--- src/rtl/stack_store_unit.sv ---
// stack_store_unit: write-side sequencer for byte stores and 6502 stack pushes.
// It accepts one request at a time and emits one memory write per phi1 cycle.
// Stack writes go to descending addresses within the stack page.
// A single-cycle DONE state returns the updated stack pointer to the register file.
module stack_store_unit #(
    parameter int REG_WIDTH  = 8,
    parameter int ADDR_WIDTH = 16,
    parameter logic [ADDR_WIDTH-1:0] STACK_BASE = 16'h0100
) (
    input  logic                  phi1,
    input  logic                  reset_n,
    input  logic                  req_valid,
    input  logic [1:0]            req_kind,
    input  logic [ADDR_WIDTH-1:0] req_addr,
    input  logic [REG_WIDTH-1:0]  req_data,
    input  logic [ADDR_WIDTH-1:0] req_word,
    input  logic [REG_WIDTH-1:0]  sp_in,
    output logic                  req_ready,
    output logic                  wr_en,
    output logic [ADDR_WIDTH-1:0] wr_addr,
    output logic [REG_WIDTH-1:0]  wr_data,
    output logic [REG_WIDTH-1:0]  sp_out,
    output logic                  sp_we,
    output logic                  write_done,
    output logic                  busy
);

    typedef enum logic [1:0] {
        KIND_STORE  = 2'd0,
        KIND_PUSH8  = 2'd1,
        KIND_PUSH16 = 2'd2,
        KIND_PUSH24 = 2'd3
    } kind_t;

    typedef enum logic [2:0] {
        IDLE = 3'd0,
        W0   = 3'd1,
        W1   = 3'd2,
        W2   = 3'd3,
        DONE = 3'd4
    } state_t;

    state_t               state;
    kind_t                kind_q;
    logic [REG_WIDTH-1:0] sp_q;
    logic [REG_WIDTH-1:0] data_q;
    logic [REG_WIDTH-1:0] pcl_q;

    logic [REG_WIDTH-1:0] sp_m1;
    logic [REG_WIDTH-1:0] sp_m2;
    logic [REG_WIDTH-1:0] sp_m3;

    // The stack pointer wraps within its own width, so the page byte never changes.
    function automatic logic [ADDR_WIDTH-1:0] stack_addr(input logic [REG_WIDTH-1:0] sp);
        return STACK_BASE + ADDR_WIDTH'(sp);
    endfunction

    // Decremented stack pointers for the second and third push bytes and the final SP.
    always_comb begin
        sp_m1 = sp_q - REG_WIDTH'(1);
        sp_m2 = sp_q - REG_WIDTH'(2);
        sp_m3 = sp_q - REG_WIDTH'(3);
    end

    // Sequencer: the first write is set up on the accept edge so wr_en rises right away.
    always_ff @(posedge phi1 or negedge reset_n) begin
        if (!reset_n) begin
            state      <= IDLE;
            kind_q     <= KIND_STORE;
            sp_q       <= '0;
            data_q     <= '0;
            pcl_q      <= '0;
            req_ready  <= 1'b1;
            wr_en      <= 1'b0;
            wr_addr    <= '0;
            wr_data    <= '0;
            sp_out     <= '0;
            sp_we      <= 1'b0;
            write_done <= 1'b0;
            busy       <= 1'b0;
        end else begin
            case (state)
                IDLE: begin
                    if (req_valid) begin
                        kind_q    <= kind_t'(req_kind);
                        sp_q      <= sp_in;
                        data_q    <= req_data;
                        pcl_q     <= req_word[REG_WIDTH-1:0];
                        state     <= W0;
                        req_ready <= 1'b0;
                        busy      <= 1'b1;
                        wr_en     <= 1'b1;
                        case (kind_t'(req_kind))
                            KIND_STORE: begin
                                wr_addr <= req_addr;
                                wr_data <= req_data;
                            end
                            KIND_PUSH8: begin
                                wr_addr <= stack_addr(sp_in);
                                wr_data <= req_data;
                            end
                            default: begin
                                wr_addr <= stack_addr(sp_in);
                                wr_data <= req_word[2*REG_WIDTH-1:REG_WIDTH];
                            end
                        endcase
                    end
                end
                W0: begin
                    if (kind_q == KIND_STORE || kind_q == KIND_PUSH8) begin
                        state      <= DONE;
                        wr_en      <= 1'b0;
                        write_done <= 1'b1;
                        if (kind_q == KIND_PUSH8) begin
                            sp_we  <= 1'b1;
                            sp_out <= sp_m1;
                        end
                    end else begin
                        state   <= W1;
                        wr_addr <= stack_addr(sp_m1);
                        wr_data <= pcl_q;
                    end
                end
                W1: begin
                    if (kind_q == KIND_PUSH16) begin
                        state      <= DONE;
                        wr_en      <= 1'b0;
                        write_done <= 1'b1;
                        sp_we      <= 1'b1;
                        sp_out     <= sp_m2;
                    end else begin
                        state   <= W2;
                        wr_addr <= stack_addr(sp_m2);
                        wr_data <= data_q;
                    end
                end
                W2: begin
                    state      <= DONE;
                    wr_en      <= 1'b0;
                    write_done <= 1'b1;
                    sp_we      <= 1'b1;
                    sp_out     <= sp_m3;
                end
                DONE: begin
                    state      <= IDLE;
                    write_done <= 1'b0;
                    sp_we      <= 1'b0;
                    busy       <= 1'b0;
                    req_ready  <= 1'b1;
                end
                default: begin
                    state <= IDLE;
                end
            endcase
        end
    end

endmodule
--- config.mk ---
export PLATFORM = sky130hd
export DESIGN_NAME = stack_store_unit
export DESIGN_NICKNAME = d
export VERILOG_FILES = /design/src/rtl/stack_store_unit.sv
export SDC_FILE = /design/constraint.sdc
export NUM_CORES = 1
export LEC_CHECK = 0
export ABC_AREA = 1
export CAP_MARGIN = 20
export CORE_UTILIZATION = 45
export DETAILED_ROUTE_END_ITERATION = 8
export DONT_BUFFER_PORTS = 1
export PLACE_DENSITY = 0.72
export SLEW_MARGIN = 10
export SYNTH_ARGS = -nofsm -noshare
export SYNTH_HDL_FRONTEND = slang
export SYNTH_SLANG_ARGS = --single-unit
export TNS_END_PERCENT = 100
--- constraint.sdc ---
create_clock -name phi1 -period 3.8 [get_ports phi1]
set_input_delay 0.19 -clock phi1 [delete_from_list [all_inputs] [get_ports phi1]]
set_output_delay 0.19 -clock phi1 [all_outputs]
set_load 0.02 [all_outputs]
Yosys cells after proc, flatten, opt, wreduce, memory -nomap -nowiden
Index checks and enable logic that the tools add are counted.
{ "totals": {"reg_bits": 66, "inputBits": 53, "output_inout_bits": 37, "word_cells": 80} }
{ "classes": {"n_addsub": 6, "n_eq_ne": 13, "muxes": 31, "n_reduce_logical": 17} }
{ "op_table": {"columns": ["operator", "n"], "rows": [
  ["2-to-1 mux 16 bit", 4],
  ["2-to-1 mux 8 bit", 7],
  ["case mux 16 bit (3 select lines)", 1],
  ["case mux 8 bit (3 select lines)", 2],
  ["adder 9 x 8 -> 10 bit, first input constant", 3],
  ["AND reduction 4 bit", 4],
  ["subtractor 8 x 2 -> 8 bit, second input constant", 2],
  ["inequality test 2 bit, second input constant", 6],
  ["case mux 1 bit (4 select lines)", 3],
  ["case mux 3 bit (4 select lines)", 1],
  ["2-to-1 mux 3 bit", 3],
  ["2-to-1 mux 1 bit", 8],
  ["nonzero test 4 bit", 2],
  ["subtractor 8 x 1 -> 8 bit, second input constant", 1],
  ["equality test 3 x 2 -> 1 bit, second input constant", 2],
  ["nonzero test 3 bit", 2],
  ["equality test 2 x 1 -> 1 bit, second input constant", 2],
  ["zero test 2 bit", 2],
  ["case mux 1 bit (2 select lines)", 2],
  ["AND reduction 2 bit", 2],
  ["equality test 3 x 1 -> 1 bit, second input constant", 1],
  ["equality test 3 bit, second input constant", 1],
  ["zero test 3 bit", 1],
  ["AND reduction 3 bit", 1],
  ["other kinds (4)", 4]
]} }

Depth between registers and ports, before layout
{ "logic_depth": {"ltp_word": 5, "depth_mapped": 11, "mapped_depth_nobuf": 11} }

Worst setup path before layout
OpenSTA, ideal clock, no wires.
{ "synth_timing": {"kind": "reg-to-reg", "startpoint": "register sp_q[2]", "endpoint": "register sp_out[5]", "setup_ns": 0.116, "t_arrival_ns": 1.334, "t_required_ns": 3.684, "slack_ns": 2.350, "path_stages_with_launch": 10, "path_buffers": 0, "synth_period_minus_slack_ns": 1.450, "path_cell_list": "dfrtp_1 > inv_1 > ha_1 > nand2_1 > o21ai_0 > nand2_1 > nand2_1 > nand3_1 > nand2_1 > nand2_1"} }
{ "synth_between": {"elab_chain_len": 4, "elab_cells_between_ends": 7, "cone_classes": "add/sub: 3; mux: 4"} }
{ "synth_lines": {"columns": ["element", "line", "rtl"], "rows": [
  ["start: declaration", "45", "logic [REG_WIDTH-1:0] sp_q;"],
  ["start signal: assignment", "86", "sp_q <= sp_in;"],
  ["subtractor 8 x 1 -> 8 bit", "60", "sp_m1 = sp_q - REG_WIDTH'(1);"],
  ["2-to-1 mux 8 bit", "114", "if (kind_q == KIND_PUSH8) begin"],
  ["2-to-1 mux 8 bit", "110", "if (kind_q == KIND_STORE || kind_q == KIND_PUSH8) begin"],
  ["case mux 8 bit (3 select lines) (*)", "82", "case (state)"],
  ["end signal: assignment", "116", "sp_out <= sp_m1;"],
  ["end signal: assignment", "130", "sp_out <= sp_m2;"],
  ["end signal: assignment", "142", "sp_out <= sp_m3;"],
  ["end: declaration", "22", "output logic [REG_WIDTH-1:0] sp_out,"]
]} }
Mark *: on every way between the ends. The rest lies on a longest branch, timed or not. The select of a mux whose other input is x is not followed.
A chain may end at the register's enable or synchronous reset.

Worst setup path after layout
{ "layout_timing": {"startpoint": "register state[2]", "endpoint": "register wr_addr[2]"} }
{ "layout_between": {"elab_chain_len": 3, "elab_cells_between_ends": 9, "cone_classes": "eq/ne: 5; mux: 1; reduce/logical: 3"} }
{ "layout_lines": {"columns": ["element", "line", "rtl"], "rows": [
  ["start: declaration", "43", "state_t state;"],
  ["start signal: assignment", "68", "state <= IDLE;"],
  ["start signal: assignment", "89", "state <= W0;"],
  ["start signal: assignment", "111", "state <= DONE;"],
  ["equality test 3 x 2 -> 1 bit (tied with other cells)", "82", null],
  ["inequality test 2 bit (no source line) or nonzero test 3 bit (tied branches)", null, null],
  ["AND reduction 4 bit (no source line)", null, null],
  ["end signal: assignment", "95", "wr_addr <= req_addr;"],
  ["end signal: assignment", "99", "wr_addr <= stack_addr(sp_in);"],
  ["end signal: assignment", "103", "wr_addr <= stack_addr(sp_in);"],
  ["end: declaration", "20", "output logic [ADDR_WIDTH-1:0] wr_addr,"]
]} }
Parallel ways exist; a longest one is shown, timed or not.

==> metrics.md <==
| Metric | Value |
|---|---|
| TritonCTS clock tree | built |
| Ports | 90 |
| Most used cell, CP | nand2_1 |
| Vias | 3385 |
| Most common cell after layout, fill and taps aside | nand2_1 |
| Sequential-to-total area share from yosys stat | a little under half |
| Combinational share of power | around two fifths |
| Clock Latency Late Sink | approximately 360 ps |
| Post-synthesis mux area share | 0% |
| Nets | between 500 and 600 |
| CTS root buffer | clkbuf_8 |
| Post-CTS resize count | 0 |
| Gr busiest metal | met2 |
| Endpoints failing setup | 0 |
| Largest family of logic cells by synthesized area | simple AND/OR/NAND/NOR gates |
| Sw frac | about half |
| DRC | 0 |
| CP Launch Type | register |
| Total CTS buffers | 9 |
| Post-Syn Area | between 3000 and 4000 um^2 |
| Avg WL per Cell | roughly 15 um |
| Final RePlAce weighted congestion | 0.859 |
| Placed Cells | roughly 580 |
| H-tree levels | 3 |
| Gate Count Post-Synth | between 400 and 500 |
| Flops & latches, synth | 66 |
| Grt met3 use | under 10% |
| Yosys synthesis warning count | 0 |
| Global-route wire length before repair | approximately 16 mm |
| CP max-delay cell | nor2_4 |
| Clock sink count | 66 |
| Layout cells sized above 1 | 7.94% |
| DR vias/cell | roughly 5.4 |
| Status | complete, no violations |
| Max IR drop VDD | 0.000350 V |
| Utilization after layout | around 54% |
| Synth Area in Compound Gates | under 10% |
| Critical path class | reg -> reg |
| Post-Synth Simple-Gate Area | approximately 36% |
| Chip width | 90.8 um |
| Fin area | ~4200 um^2 |
| FMAX | roughly 450 MHz |
| Synth Area in Adders | under 10% |
| CP Data Arrival Time | around 2400 ps |
| Die H | between 90 and 100 um |
| Max incr delay on CP | around 480 ps |
| Final Power | approximately 3.8 mW |
| Final worst slack | roughly 1600 ps |
| Starting Density | between 40% and 50% |
| CP required | about 4000 ps |
| Clk buf depth | 2 |
| Hold Buf Count CTS | 32 |
| Clock power frac | around a fifth |
| CP top delay family | simple AND/OR/NAND/NOR gates |
| Unrepaired setup endpoints after global routing | false |
| Core Area | ~7700 um^2 |
| Syn_area_per_cell | 7.18 um^2 |
| Clk slew on worst S/H paths | 70 ps |
| Hold Slack | 26.5 ps |
| Starting DRC count in detailed routing | 200 |
| PortBufs | 0 |
| Crit path time final | ~2200 ps |
| Total GRT Usage | between 20% and 30% |
| N_diodes | 0 |
| Crit. End Element | register |
| Sequential power share | roughly two fifths |
| Final worst-path cycle share | 58.1% |
| Number of global-route vias before repair | approximately 3400 |
| Initial antenna violation count | 0 |
| Distinct cell type count after synthesis | 26 |
| FP Rows | 32 |
| Largest net degree at the start of global routing | 67 |
| Pint | between 1.5 and 2 mW |
| Met2 usage | 39.5% |
| Max Transition Viols Final | 0 |
| Antenna Nets Post-Route | 0 |
| Cell Count, Final, Fillers Out | 631 |
| Layout Skew | between 10 and 15 ps |
| Max cap viols | 0 |
| Switching power | 1.87 mW |
| DPL Wire Length | 6.65 mm |
| Leakage | 2.15 nW |
| Setup_tns | 0 ps |
| Buffers and inverters on the worst path | 3 |
| Synthesis-to-layout area growth | 17.6% |
| PD cells | between 900 and 1000 nW/um^2 |
| Met1 Resource Use GR | between 30% and 40% |
| Mapped Nets | between 500 and 600 |
| Fillers | approximately 760 |
| Reg2reg path depth | 9 |
| DRT Pass-1 Iters | 6 |
| Most frequent cells in the layout | nand2_1 (227), dfrtp_1 (65), nand3_1 (44) |
| Hold WC Path Type | in -> reg |
| Crit-path max FO | 25 |
| GRT overflow | 0 |
| Pre-CTS setup slack | 1570 ps |
| Tightest Pin Transition | between 600 and 700 ps |
| Post-DP Area | around 3600 um^2 |
| Synth Area in XOR/XNOR | 0.247% |
| Rel. slew slack | between 50% and 60% |
| Final Hold Viols | 0 |
| Critical Path Stages | 9 |
| Routed WL | ~9.7 mm |
| Post-CTS Setup Bufs | 0 |
| CP cell instances | inv_2, nand3_2, inv_2, nand2_1, nand2_1, nor2_4, inv_2, nand2_1, nand2_1 |
| Worst hold path depth | 2 |
| Die Footprint | between 8000 and 9000 um^2 |
## metal layers
layer	part of all wire, %	routed length [um]	vias to the layer above
met1	42	4110	1583
met3	7.7	746	30
li1	-	-	1626
met4	3.1	300	0
met5	0	0	-
met2	47	4540	146
## state kept, by name, summed over array words and instances (netlist names)
| signal | flops |
|---|---|
| data_q | 8 |
| busy | 1 |
| sp_we | 1 |
| sp_out | 8 |
| wr_data | 8 |
| req_ready | 1 |
| wr_en | 1 |
| kind_q | 2 |
| write_done | 1 |
| state | 3 |
| wr_addr | 16 |
| sp_q | 8 |
| pcl_q | 8 |
## final timing paths
kind	startpoint	slack, ps	to
worst max-delay path	state[2]	1590	wr_addr[2]
worst min-delay path	req_data[2]	30	data_q[2]
worst max register to register	state[2]	1590	wr_addr[2]
worst min register to register	pcl_q[0]	490	pcl_q[0]
max in group asynchronous	reset_n	3070	req_ready
min in group asynchronous	reset_n	410	sp_q[6]
## synth_stat cells
cell type	instances	area share, %
o21bai_1	1	0.21
nand3_1	44	6.2
nand3_2	1	0.28
nor2_2	4	0.71
nor2_1	19	2.0
nand2_2	3	0.53
inv_2	8	0.85
buf_6	2	0.64
nor2_4	2	0.64
inv_1	31	3.3
nand2_1	227	24
nor3_1	1	0.14
nor3_2	1	0.28
buf_4	5	1.1
dfstp_2	1	0.74
ha_1	5	1.8
a21oi_1	10	1.4
o21a_1	1	0.21
or2_2	4	0.71
dfrtp_1	65	46
clkbuf_1	2	0.21
xor2_1	1	0.25
nand4_1	2	0.35
o21ai_0	35	4.9
buf_2	6	0.85
o21ai_1	13	1.8
## area by class of cell
type                    instances  area, um^2  share of cell area [%]
repair buffers                 34         355                    8.52
clock buffers                   9         124                    2.97
multi-input cells             374        1650                    39.5
inverters                      39         146                    3.51
flip-flops and latches         66        1650                    39.6
well taps                     102         128                    3.06
clock inverters                 7         116                    2.79
## power by group through the flow
| stage | Combinational (mW) | Sequential, mW | Clock, mW |
|---|---|---|---|
| after floorplan | 1.27 | 1.46 | 0 |
| final | 1.58 | 1.54 | 0.718 |
| after global placement | 1.50 | 1.55 | 0 |
| after CTS | 1.59 | 1.54 | 0.732 |
| after detailed placement | 1.54 | 1.55 | 0 |
| after global routing | 1.83 | 1.58 | 0.767 |
## worst register-to-register path: cells and delay by family (launching register included)
| family | cells | cell delay [ps] |
|---|---|---|
| DFF | 1 | 440 |
| and+or+nand+nor | 6 | 1040 |
| buffers and inverters | 3 | 600 |
## cell families after synthesis
group / Yosys count
buffers and inverters: 54
DFF: 66
adders and majority gates: 5
and+or+nand+nor: 308
xor gates and xnor gates: 1
AOI/OAI and AO/OA: 60
Power figures use the tool's default switching activity.
